--- src/rtl/modulo_arbiter_if.sv ---
// Requester-side and modulo-side signals of the shared modulo arbiter.
// The slave modport is the arbiter's view; master is the requesters plus the modulo unit.
interface modulo_arbiter_if #(
    parameter int WIDTH = 16,
    parameter int NREQ  = 4
);
    logic [NREQ-1:0]       req;
    logic [NREQ*WIDTH-1:0] a;
    logic [NREQ*WIDTH-1:0] b;
    logic [NREQ-1:0]       gnt;
    logic [NREQ-1:0]       done;
    logic [WIDTH-1:0]      res;
    logic                  err;
    logic                  mod_go;
    logic [WIDTH-1:0]      mod_a;
    logic [WIDTH-1:0]      mod_b;
    logic                  mod_ready;
    logic                  mod_error;
    logic [WIDTH-1:0]      mod_res;

    modport slave (
        input  req, a, b, mod_ready, mod_error, mod_res,
        output gnt, done, res, err, mod_go, mod_a, mod_b
    );

    modport master (
        output req, a, b, mod_ready, mod_error, mod_res,
        input  gnt, done, res, err, mod_go, mod_a, mod_b
    );
endinterface

--- src/rtl/modulo_arbiter.sv ---
// Round-robin arbiter sharing one modulo unit among NREQ requesters.
// Latches the winner's operands, runs the go/ready handshake and returns the result with a done pulse.
module modulo_arbiter #(
    parameter int WIDTH = 16,
    parameter int NREQ  = 4
) (
    input logic             clk,
    input logic             rst,
    modulo_arbiter_if.slave arb
);
    localparam int PW = (NREQ > 1) ? $clog2(NREQ) : 1;

    localparam logic [2:0] S_IDLE     = 3'd0;
    localparam logic [2:0] S_ISSUE    = 3'd1;
    localparam logic [2:0] S_WAIT_DLY = 3'd2;
    localparam logic [2:0] S_WAIT     = 3'd3;
    localparam logic [2:0] S_DONE     = 3'd4;

    logic [2:0]       state_r;
    logic [PW-1:0]    ptr_r;
    logic [PW-1:0]    win_r;
    logic [PW-1:0]    idx_s;
    logic [PW-1:0]    pick_s;
    logic [PW-1:0]    next_ptr_s;
    logic             found_s;
    logic [WIDTH-1:0] pick_a_s;
    logic [WIDTH-1:0] pick_b_s;
    logic [NREQ-1:0]  gnt_r;
    logic [NREQ-1:0]  done_r;
    logic [WIDTH-1:0] res_r;
    logic             err_r;
    logic             go_r;
    logic [WIDTH-1:0] mod_a_r;
    logic [WIDTH-1:0] mod_b_r;

    function automatic logic [NREQ-1:0] one_hot(input logic [PW-1:0] idx);
        one_hot = {{(NREQ-1){1'b0}}, 1'b1} << idx;
    endfunction

    assign arb.gnt    = gnt_r;
    assign arb.done   = done_r;
    assign arb.res    = res_r;
    assign arb.err    = err_r;
    assign arb.mod_go = go_r;
    assign arb.mod_a  = mod_a_r;
    assign arb.mod_b  = mod_b_r;

    assign next_ptr_s = (win_r == PW'(NREQ - 1)) ? {PW{1'b0}} : win_r + PW'(1'b1);

    // Winner search: first requesting index at or after the pointer, wrapping around.
    always_comb begin
        found_s  = 1'b0;
        idx_s    = {PW{1'b0}};
        pick_s   = {PW{1'b0}};
        pick_a_s = {WIDTH{1'b0}};
        pick_b_s = {WIDTH{1'b0}};
        for (int k = 0; k < NREQ; k++) begin
            idx_s = PW'((int'(ptr_r) + k) % NREQ);
            if (!found_s && arb.req[idx_s]) begin
                found_s  = 1'b1;
                pick_s   = idx_s;
                pick_a_s = arb.a[idx_s*WIDTH +: WIDTH];
                pick_b_s = arb.b[idx_s*WIDTH +: WIDTH];
            end else begin
                found_s = found_s;
            end
        end
    end

    // Sequencer; ready is not looked at in WAIT_DLY because the unit still shows the previous op's level.
    always_ff @(posedge clk or posedge rst) begin
        if (rst) begin
            state_r <= S_IDLE;
            ptr_r   <= {PW{1'b0}};
            win_r   <= {PW{1'b0}};
            gnt_r   <= {NREQ{1'b0}};
            done_r  <= {NREQ{1'b0}};
            res_r   <= {WIDTH{1'b0}};
            err_r   <= 1'b0;
            go_r    <= 1'b0;
            mod_a_r <= {WIDTH{1'b0}};
            mod_b_r <= {WIDTH{1'b0}};
        end else begin
            case (state_r)
                S_IDLE: begin
                    done_r <= {NREQ{1'b0}};
                    if (found_s) begin
                        win_r   <= pick_s;
                        mod_a_r <= pick_a_s;
                        mod_b_r <= pick_b_s;
                        gnt_r   <= one_hot(pick_s);
                        go_r    <= 1'b1;
                        state_r <= S_ISSUE;
                    end else begin
                        gnt_r   <= {NREQ{1'b0}};
                        state_r <= S_IDLE;
                    end
                end
                S_ISSUE: begin
                    go_r    <= 1'b0;
                    state_r <= S_WAIT_DLY;
                end
                S_WAIT_DLY: begin
                    state_r <= S_WAIT;
                end
                S_WAIT: begin
                    if (arb.mod_error) begin
                        err_r   <= 1'b1;
                        res_r   <= {WIDTH{1'b0}};
                        done_r  <= one_hot(win_r);
                        state_r <= S_DONE;
                    end else if (arb.mod_ready) begin
                        err_r   <= 1'b0;
                        res_r   <= arb.mod_res;
                        done_r  <= one_hot(win_r);
                        state_r <= S_DONE;
                    end else begin
                        state_r <= S_WAIT;
                    end
                end
                S_DONE: begin
                    done_r  <= {NREQ{1'b0}};
                    gnt_r   <= {NREQ{1'b0}};
                    ptr_r   <= next_ptr_s;
                    state_r <= S_IDLE;
                end
                default: begin
                    done_r  <= {NREQ{1'b0}};
                    gnt_r   <= {NREQ{1'b0}};
                    go_r    <= 1'b0;
                    state_r <= S_IDLE;
                end
            endcase
        end
    end
endmodule

--- src/flat_wrapper.sv ---
// flat-port wrapper written by rule: the top's interface ports become plain ports
module modulo_arbiter_flat 
#(
    parameter int WIDTH = 16,
    parameter int NREQ  = 4
)
  (clk, rst, arb_req, arb_a, arb_b, arb_mod_ready, arb_mod_error, arb_mod_res, arb_gnt, arb_done, arb_res, arb_err, arb_mod_go, arb_mod_a, arb_mod_b);
  modulo_arbiter_if #(.WIDTH(WIDTH), .NREQ(NREQ)) arb_i ();
  input logic clk;
  input logic rst;
  input wire logic [$bits(arb_i.req)-1:0] arb_req;
  input wire logic [$bits(arb_i.a)-1:0] arb_a;
  input wire logic [$bits(arb_i.b)-1:0] arb_b;
  input wire logic [$bits(arb_i.mod_ready)-1:0] arb_mod_ready;
  input wire logic [$bits(arb_i.mod_error)-1:0] arb_mod_error;
  input wire logic [$bits(arb_i.mod_res)-1:0] arb_mod_res;
  output wire logic [$bits(arb_i.gnt)-1:0] arb_gnt;
  output wire logic [$bits(arb_i.done)-1:0] arb_done;
  output wire logic [$bits(arb_i.res)-1:0] arb_res;
  output wire logic [$bits(arb_i.err)-1:0] arb_err;
  output wire logic [$bits(arb_i.mod_go)-1:0] arb_mod_go;
  output wire logic [$bits(arb_i.mod_a)-1:0] arb_mod_a;
  output wire logic [$bits(arb_i.mod_b)-1:0] arb_mod_b;
  assign arb_i.req = arb_req;
  assign arb_i.a = arb_a;
  assign arb_i.b = arb_b;
  assign arb_i.mod_ready = arb_mod_ready;
  assign arb_i.mod_error = arb_mod_error;
  assign arb_i.mod_res = arb_mod_res;
  assign arb_gnt = arb_i.gnt;
  assign arb_done = arb_i.done;
  assign arb_res = arb_i.res;
  assign arb_err = arb_i.err;
  assign arb_mod_go = arb_i.mod_go;
  assign arb_mod_a = arb_i.mod_a;
  assign arb_mod_b = arb_i.mod_b;
  modulo_arbiter #(.WIDTH(WIDTH), .NREQ(NREQ)) u_core (.clk(clk), .rst(rst), .arb(arb_i));
endmodule
--- config.mk ---
export PLATFORM = sky130hd
export DESIGN_NAME = modulo_arbiter_flat
export DESIGN_NICKNAME = d
export VERILOG_FILES = /design/src/rtl/modulo_arbiter_if.sv /design/src/rtl/modulo_arbiter.sv /design/src/flat_wrapper.sv
export SDC_FILE = /design/constraint.sdc
export NUM_CORES = 1
export LEC_CHECK = 0
export CAP_MARGIN = 20
export CORE_MARGIN = 8
export CORE_UTILIZATION = 49
export DETAILED_ROUTE_END_ITERATION = 16
export PLACE_DENSITY_LB_ADDON = 0.12
export SKIP_LAST_GASP = 1
export SLEW_MARGIN = 40
export SYNTH_ARGS = -nofsm -noshare
export SYNTH_HDL_FRONTEND = slang
export SYNTH_SLANG_ARGS = --single-unit
--- constraint.sdc ---
create_clock -name clk -period 4.1 [get_ports clk]
set_input_delay 0.615 -clock clk [delete_from_list [all_inputs] [get_ports clk]]
set_output_delay 0.615 -clock clk [all_outputs]
set_load 0.01 [all_outputs]
==> results of run 1 <==
## sequential cells by signal (all words and copies together), names as in the netlist
| name | count |
|---|---|
| u_core.arb.err | 1 |
| u_core.ptr_r | 2 |
| u_core.arb.mod_go | 1 |
| u_core.arb.mod_a | 16 |
| u_core.arb.mod_b | 16 |
| u_core.arb.res | 16 |
| u_core.win_r | 2 |
| u_core.arb.done | 4 |
| u_core.arb.gnt | 4 |
| u_core.state_r | 3 |
## stage by stage
stage,hold slack (ns),power (W),instances
finish,0.478,0.00481,913
global route,0.514,0.00513,913
CTS,0.486,0.00480,913
detailed placement,0.470,0.00422,897
global placement,0.460,0.00409,895
floorplan,0.499,0.00317,593
## synth_stat cells (all sizes together), types with 2 or more instances
library cell,number,area share
a22oi,30,0.041
nand2,36,0.025
inv,10,0.0069
mux2,70,0.14
ha,4,0.0092
nor2,61,0.043
nand2b,19,0.022
nand3b,2,0.0028
a31oi,23,0.026
a21oi,38,0.036
or3b,2,0.0032
nor2b,7,0.0081
o22a,9,0.014
a221oi,22,0.035
and3,2,0.0023
o21ai,29,0.027
dfrtp,65,0.30
o22ai,10,0.012
a21boi,2,0.0035
a222oi,22,0.040
o31ai,3,0.0041
a21o,3,0.0041
buf,42,0.052
clkbuf,13,0.0090
nand3,7,0.0074
a32oi,3,0.0062
mux2i,45,0.083
## logic make-up (layout without fill, tap and decap cells)
family                     Yosys count  in the layout
muxes                              116            116
DFF                                 65             65
AOI/OAI and AO/OA                  203            203
and+or+nand+nor                    140            140
buffers and inverters               65            245
adders and majority gates            4              4
## cells in the final DEF, fill, tap and decap left out, types with 8 or more instances in the layout
cell and count:
inv_1 9, o22a_1 9, o21ai_0 25, a22oi_1 30, nand2b_1 19, mux2i_1 45
a21oi_1 37, dfrtp_1 63, a31oi_1 23, o22ai_1 10, mux2_1 8, clkbuf_8 9
buf_4 9, mux2_2 62, nor2_1 58, nand2_1 36, a221oi_1 22, clkdlybuf4s50_1 209
a222oi_1 22
## power breakdown
group	switching, W	internal [W]
Combinational	0.00146	0.00151
Sequential	0.000306	0.000954
Clock	0.000293	0.000282
## how the worst max path moves through the flow
stage | to | from | cells after the start
floorplan | u_core.arb.done[0] | rst | 1
global placement | u_core.arb.mod_a[9] | arb_req[1] | 5
detailed placement | u_core.arb.mod_a[10] | arb_req[1] | 5
CTS | u_core.arb.mod_a[5] | arb_req[1] | 5
global route | u_core.arb.mod_a[5] | arb_req[1] | 5
finish | u_core.arb.mod_a[5] | arb_req[1] | 5
## routing by layer
| layer | routed length, um | vias up | part of all wire |
|---|---|---|---|
| met5 | 0 | - | 0 |
| met4 | 470 | 0 | 0.024 |
| met3 | 2240 | 39 | 0.12 |
| met2 | 9330 | 314 | 0.48 |
| met1 | 7370 | 2742 | 0.38 |
| li1 | - | 2638 | - |
## area by class of cell
type                       instances  area [um2]  share of cell area
timing repair buffer             219        2170               0.282
sequential                        65        1630               0.212
multi-input combinational        463        3490               0.453
inverter                          10        37.5             0.00488
clock inverter                     6        68.8             0.00894
clock buffer                      10         128              0.0166
tap                              140         175              0.0228
## worst min-delay path: stages, from the launching register on
cell and delay (ns):
dfrtp_1 0.34, nand2_1 0.04, o21ai_0 0.06
==> results.txt, run 1 <==
Diodes inserted = 0
Reg-to-reg setup timing slack = 1.42 ns
Post-route setup TNS = 0 ns
DRT Wirelength = 19.4 mm
Worst path slowest cell = clkdlybuf4s50_1
Drt initial violations = 534
Drt first pass iters = 7
Gr ovfl total = 0
Status = finished clean
# hold bufs at CTS = 0
Worst path arrival time = 3.21 ns
Busiest layer in global routing = met2
Final setup viols = 0
Met1 Track Usage GR = 0.284
Per-cell routed wire length = 21.3 um
CP Capture Type = flop
Asr flop ratio synth = 1.00
HP Start = u_core.arb.res[6]
Unrepaired setup endpoints after global routing = no
EDFF count, synth = 0
# fillers = 854
Crit-path max cell delay = 0.92 ns
GPL Wtd Cong = 0.809
H-tree depth = 3
CTS Buffer Depth = 2
Worst hold endpoint = u_core.arb.res[6]
Clock skew = 0.00727 ns
Crit path buffers/inverters = 1
Worst path required time = 4.33 ns
Die X = 121 um
Final Slew Violations = 0
Synth warn = 0
Crit Path Category = in2reg
Post-Syn Area per Cell = 9.17 um2
Clk sinks = 65
M2 GR Usage = 0.428
Worst Slack Setup Final = 1.11 ns
R2R cell count = 5
CTS tree = done
Main flop type after synthesis = dfrtp_1
Via density = 6.28
Fin crit share = 0.728
First-pass GRT wire length = 30.4 mm
Leak = 2.91 nW
Post-cts sizing count = 0
Fin nets = 924
Port Buffers = 209
Largest net degree at the start of global routing = 48
Clock Latency Late Sink = 0.36 ns
Post-Syn Instances = 593
Reg2reg start = u_core.ptr_r[0]
Fin area = 7700 um2
Syn Nets = 749
Critical path fanouts, max = 35
Yosys cell types = 51
Full die area = 14700 um2
Detail Route Antenna Nets = 0
Ratio of cells with drive above 1 in the final layout = 0.137
Post-synthesis mux area share = 0.232
Cell breakdown of the critical path = clkdlybuf4s50_1 > or4_1 > nand3_2 > a221oi_1 > a31oi_1
Reg2reg end = u_core.arb.mod_b[7]
# DRC = 0
Max-slew headroom = 0.479
Endpoints failing hold = 0
Post-synthesis adder-cell area fraction = 0.00920
Clock transition at path regs = 0.08 ns
Initial Util = 0.502
Met3 Usage GRT = 0.0963
Post-detail-place hpwl = 13.8 mm
Dpl ws = 0.793 ns
Row Count = 38
Simple-gate share of the synthesized area = 0.120
Initial antenna violation count = 0
Hold/Removal Path Class = reg2reg
Mapped Area = 5440 um2
DR vias = 5733
Seq cells post-synth = 65
Vias in the first global route = 6111
Total track usage = 0.255
Pwr Density = 625 nW/um2
Peak supply drop = 0.373 mV
Final core utilization = 0.710
Fmax = 335 MHz
Post-CTS Setup Inserts = 0
Max Cap Viol = 0
Tmin final = 2.99 ns
Placed inst area = 7500 um2
Ports = 210
Root Buffer = clkbuf_8
Core area = 10800 um2
Slew @ Worst Pin = 0.780 ns
Hold path depth = 2
Sequential area share after synthesis = 0.299
Die H = 121 um
Cell family with most CP delay = buffers and inverters
Synth-to-Final Area Change = 41.6%
Synth Area in Compound Gates = 0.272
TritonCTS Buffers = 9
Critical path startpoint category = primary input
Post-Synth XOR/XNOR Area = 0
Largest family of logic cells by synthesized area = compound AO/OA/AOI/OAI gates
Note: power is estimated with default switching activity, not from simulation.
==> inputs of run 2 (changes only) <==
- CORE_UTILIZATION: 49 -> 45
- clock period: 4.1 -> 3.04 ns (I/O delays scaled with it)
==> run 2 against run 1 <==
Compared with the run above:
- count of clock-buffer cells in the layout did not move
- clock power is 76% higher
- die area increased by 7.7%
- critical path type is now reg2reg
- sequential power increased by 33%
- final cell count is 2.3% higher
- wire length increased by 1.1%
- largest power group unchanged
- worst hold slack got worse by 0.0014 ns
==> results.txt, run 2 (synthesis gave the netlist of run 1 again) <==
Clock skew = 0.00737 ns
Post-CTS Setup Inserts = 0
Cell breakdown of the critical path = buf_12 > or3b_1 > a21oi_4 > buf_12 > a222oi_1 > a31oi_1
Port Buffers = 209
Pwr Density = 859 nW/um2
Post-detail-place hpwl = 14.2 mm
Drt first pass iters = 8
Most frequent cells in the layout = clkdlybuf4s50_1, dfrtp_1, mux2_2
Ratio of cells with drive above 1 in the final layout = 0.152
H-tree depth = 3
Full die area = 15900 um2
Fin nets = 938
Ports = 210
Worst path slowest cell = dfrtp_4
Unrepaired setup endpoints after global routing = no
# fillers = 970
Diodes inserted = 0
Crit-path max cell delay = 0.67 ns
Most numerous cell on the critical path = buf_12
Clk sinks = 65
Critical path fanouts, max = 49
Largest net degree at the start of global routing = 50
Peak supply drop = 0.398 mV
DRT Wirelength = 19.6 mm
Total track usage = 0.238
Gr ovfl total = 0
CTS tree = done
Most common library cell in the layout ignoring fill and taps = clkdlybuf4s50_1
CP Capture Type = flop
First-pass GRT wire length = 31.0 mm
Final setup viols = 0
Placed Cells = 918
Drt initial violations = 531
Root Buffer = clkbuf_16
Post-route setup TNS = 0 ns
GPL Wtd Cong = 0.843
Tmin final = 2.47 ns
Per-cell routed wire length = 21.0 um
Status = finished clean
Max-slew headroom = 0.484
Core area = 11900 um2
Detail Route Antenna Nets = 0
Worst path arrival time = 2.72 ns
Clock Latency Late Sink = 0.34 ns
Non-Filler Instances = 934
Die X = 126 um
Worst path required time = 3.29 ns
Row Count = 40
Crit Path Category = reg2reg
# hold bufs at CTS = 0
Via density = 6.23
Synth-to-Final Area Change = 46.1%
Vias in the first global route = 6191
Initial antenna violation count = 0
Clock transition at path regs = 0.06 ns
Post-cts sizing count = 0
TritonCTS Buffers = 9
Die H = 126 um
# DRC = 0
Leak = 3.05 nW
Hold/Removal Path Class = reg2reg
Fin crit share = 0.811
Endpoints failing hold = 0
Initial Util = 0.457
DR vias = 5819
Final Slew Violations = 0
CTS Buffer Depth = 2
Fmax = 405 MHz
Slew @ Worst Pin = 0.775 ns
Max Cap Viol = 0
Critical path startpoint category = flop
[run 2: area by class of cell]
cell class	instances	area (um2)	share of cell area
Multi-Input combinational cell	463	3470	0.437
Timing Repair Buffer	233	2340	0.294
Clock buffer	10	239	0.0301
Inverter	10	37.5	0.00472
Clock inverter	6	43.8	0.00551
Sequential cell	65	1630	0.205
Tap cell	147	184	0.0231
[run 2: through the flow]
step / setup WS, ns / instance area, um2 / total power, W / hold WS, ns / utilization
final: 0.574 / 7950 / 0.00682 / 0.477 / 0.667
after global routing: 0.443 / 7950 / 0.00726 / 0.517 / 0.667
after CTS: 0.586 / 7950 / 0.00683 / 0.482 / 0.667
after detailed placement: 0.343 / 7660 / 0.00580 / 0.470 / 0.643
after global placement: 0.363 / 7610 / 0.00561 / 0.461 / 0.639
after floorplan: 0.958 / 5440 / 0.00428 / 0.499 / -
[run 2: worst paths after layout]
kind	slack (ns)	depth (start not counted)	from	endpoint
worst max-delay path	0.57	6	u_core.ptr_r[0]	u_core.arb.mod_b[10]
worst min-delay path	0.48	2	u_core.arb.res[3]	u_core.arb.res[3]
worst max register to register	0.57	6	u_core.ptr_r[0]	u_core.arb.mod_b[10]
worst min register to register	0.48	2	u_core.arb.res[3]	u_core.arb.res[3]
max in group asynchronous	1.81	3	rst	u_core.ptr_r[0]
min in group asynchronous	0.56	2	rst	u_core.arb.mod_b[8]
[run 2: where the power goes]
part	total (W)	internal, W	switching (W)	leakage (nW)
Clock	0.00101	0.000576	0.000432	0.138
Sequential	0.00168	0.00129	0.000394	0.785
Combinational	0.00413	0.00212	0.00201	2.13
[run 2: per-layer routing]
metal | wire length, um | share of wire | global-route usage
met2 | 9360 | 0.48 | 0.403
met5 | 0 | 0 | 0
met4 | 437 | 0.022 | 0.115
met3 | 2040 | 0.10 | 0.0806
met1 | 7780 | 0.40 | 0.262
[run 2: worst max-delay path, delay by kind of cell (launching register included)]
kind,cells,cell delay (ns)
DFF,1,0.67
AOI/OAI and AO/OA,3,0.70
and+or+nand+nor,1,0.46
buffers and inverters,2,0.52
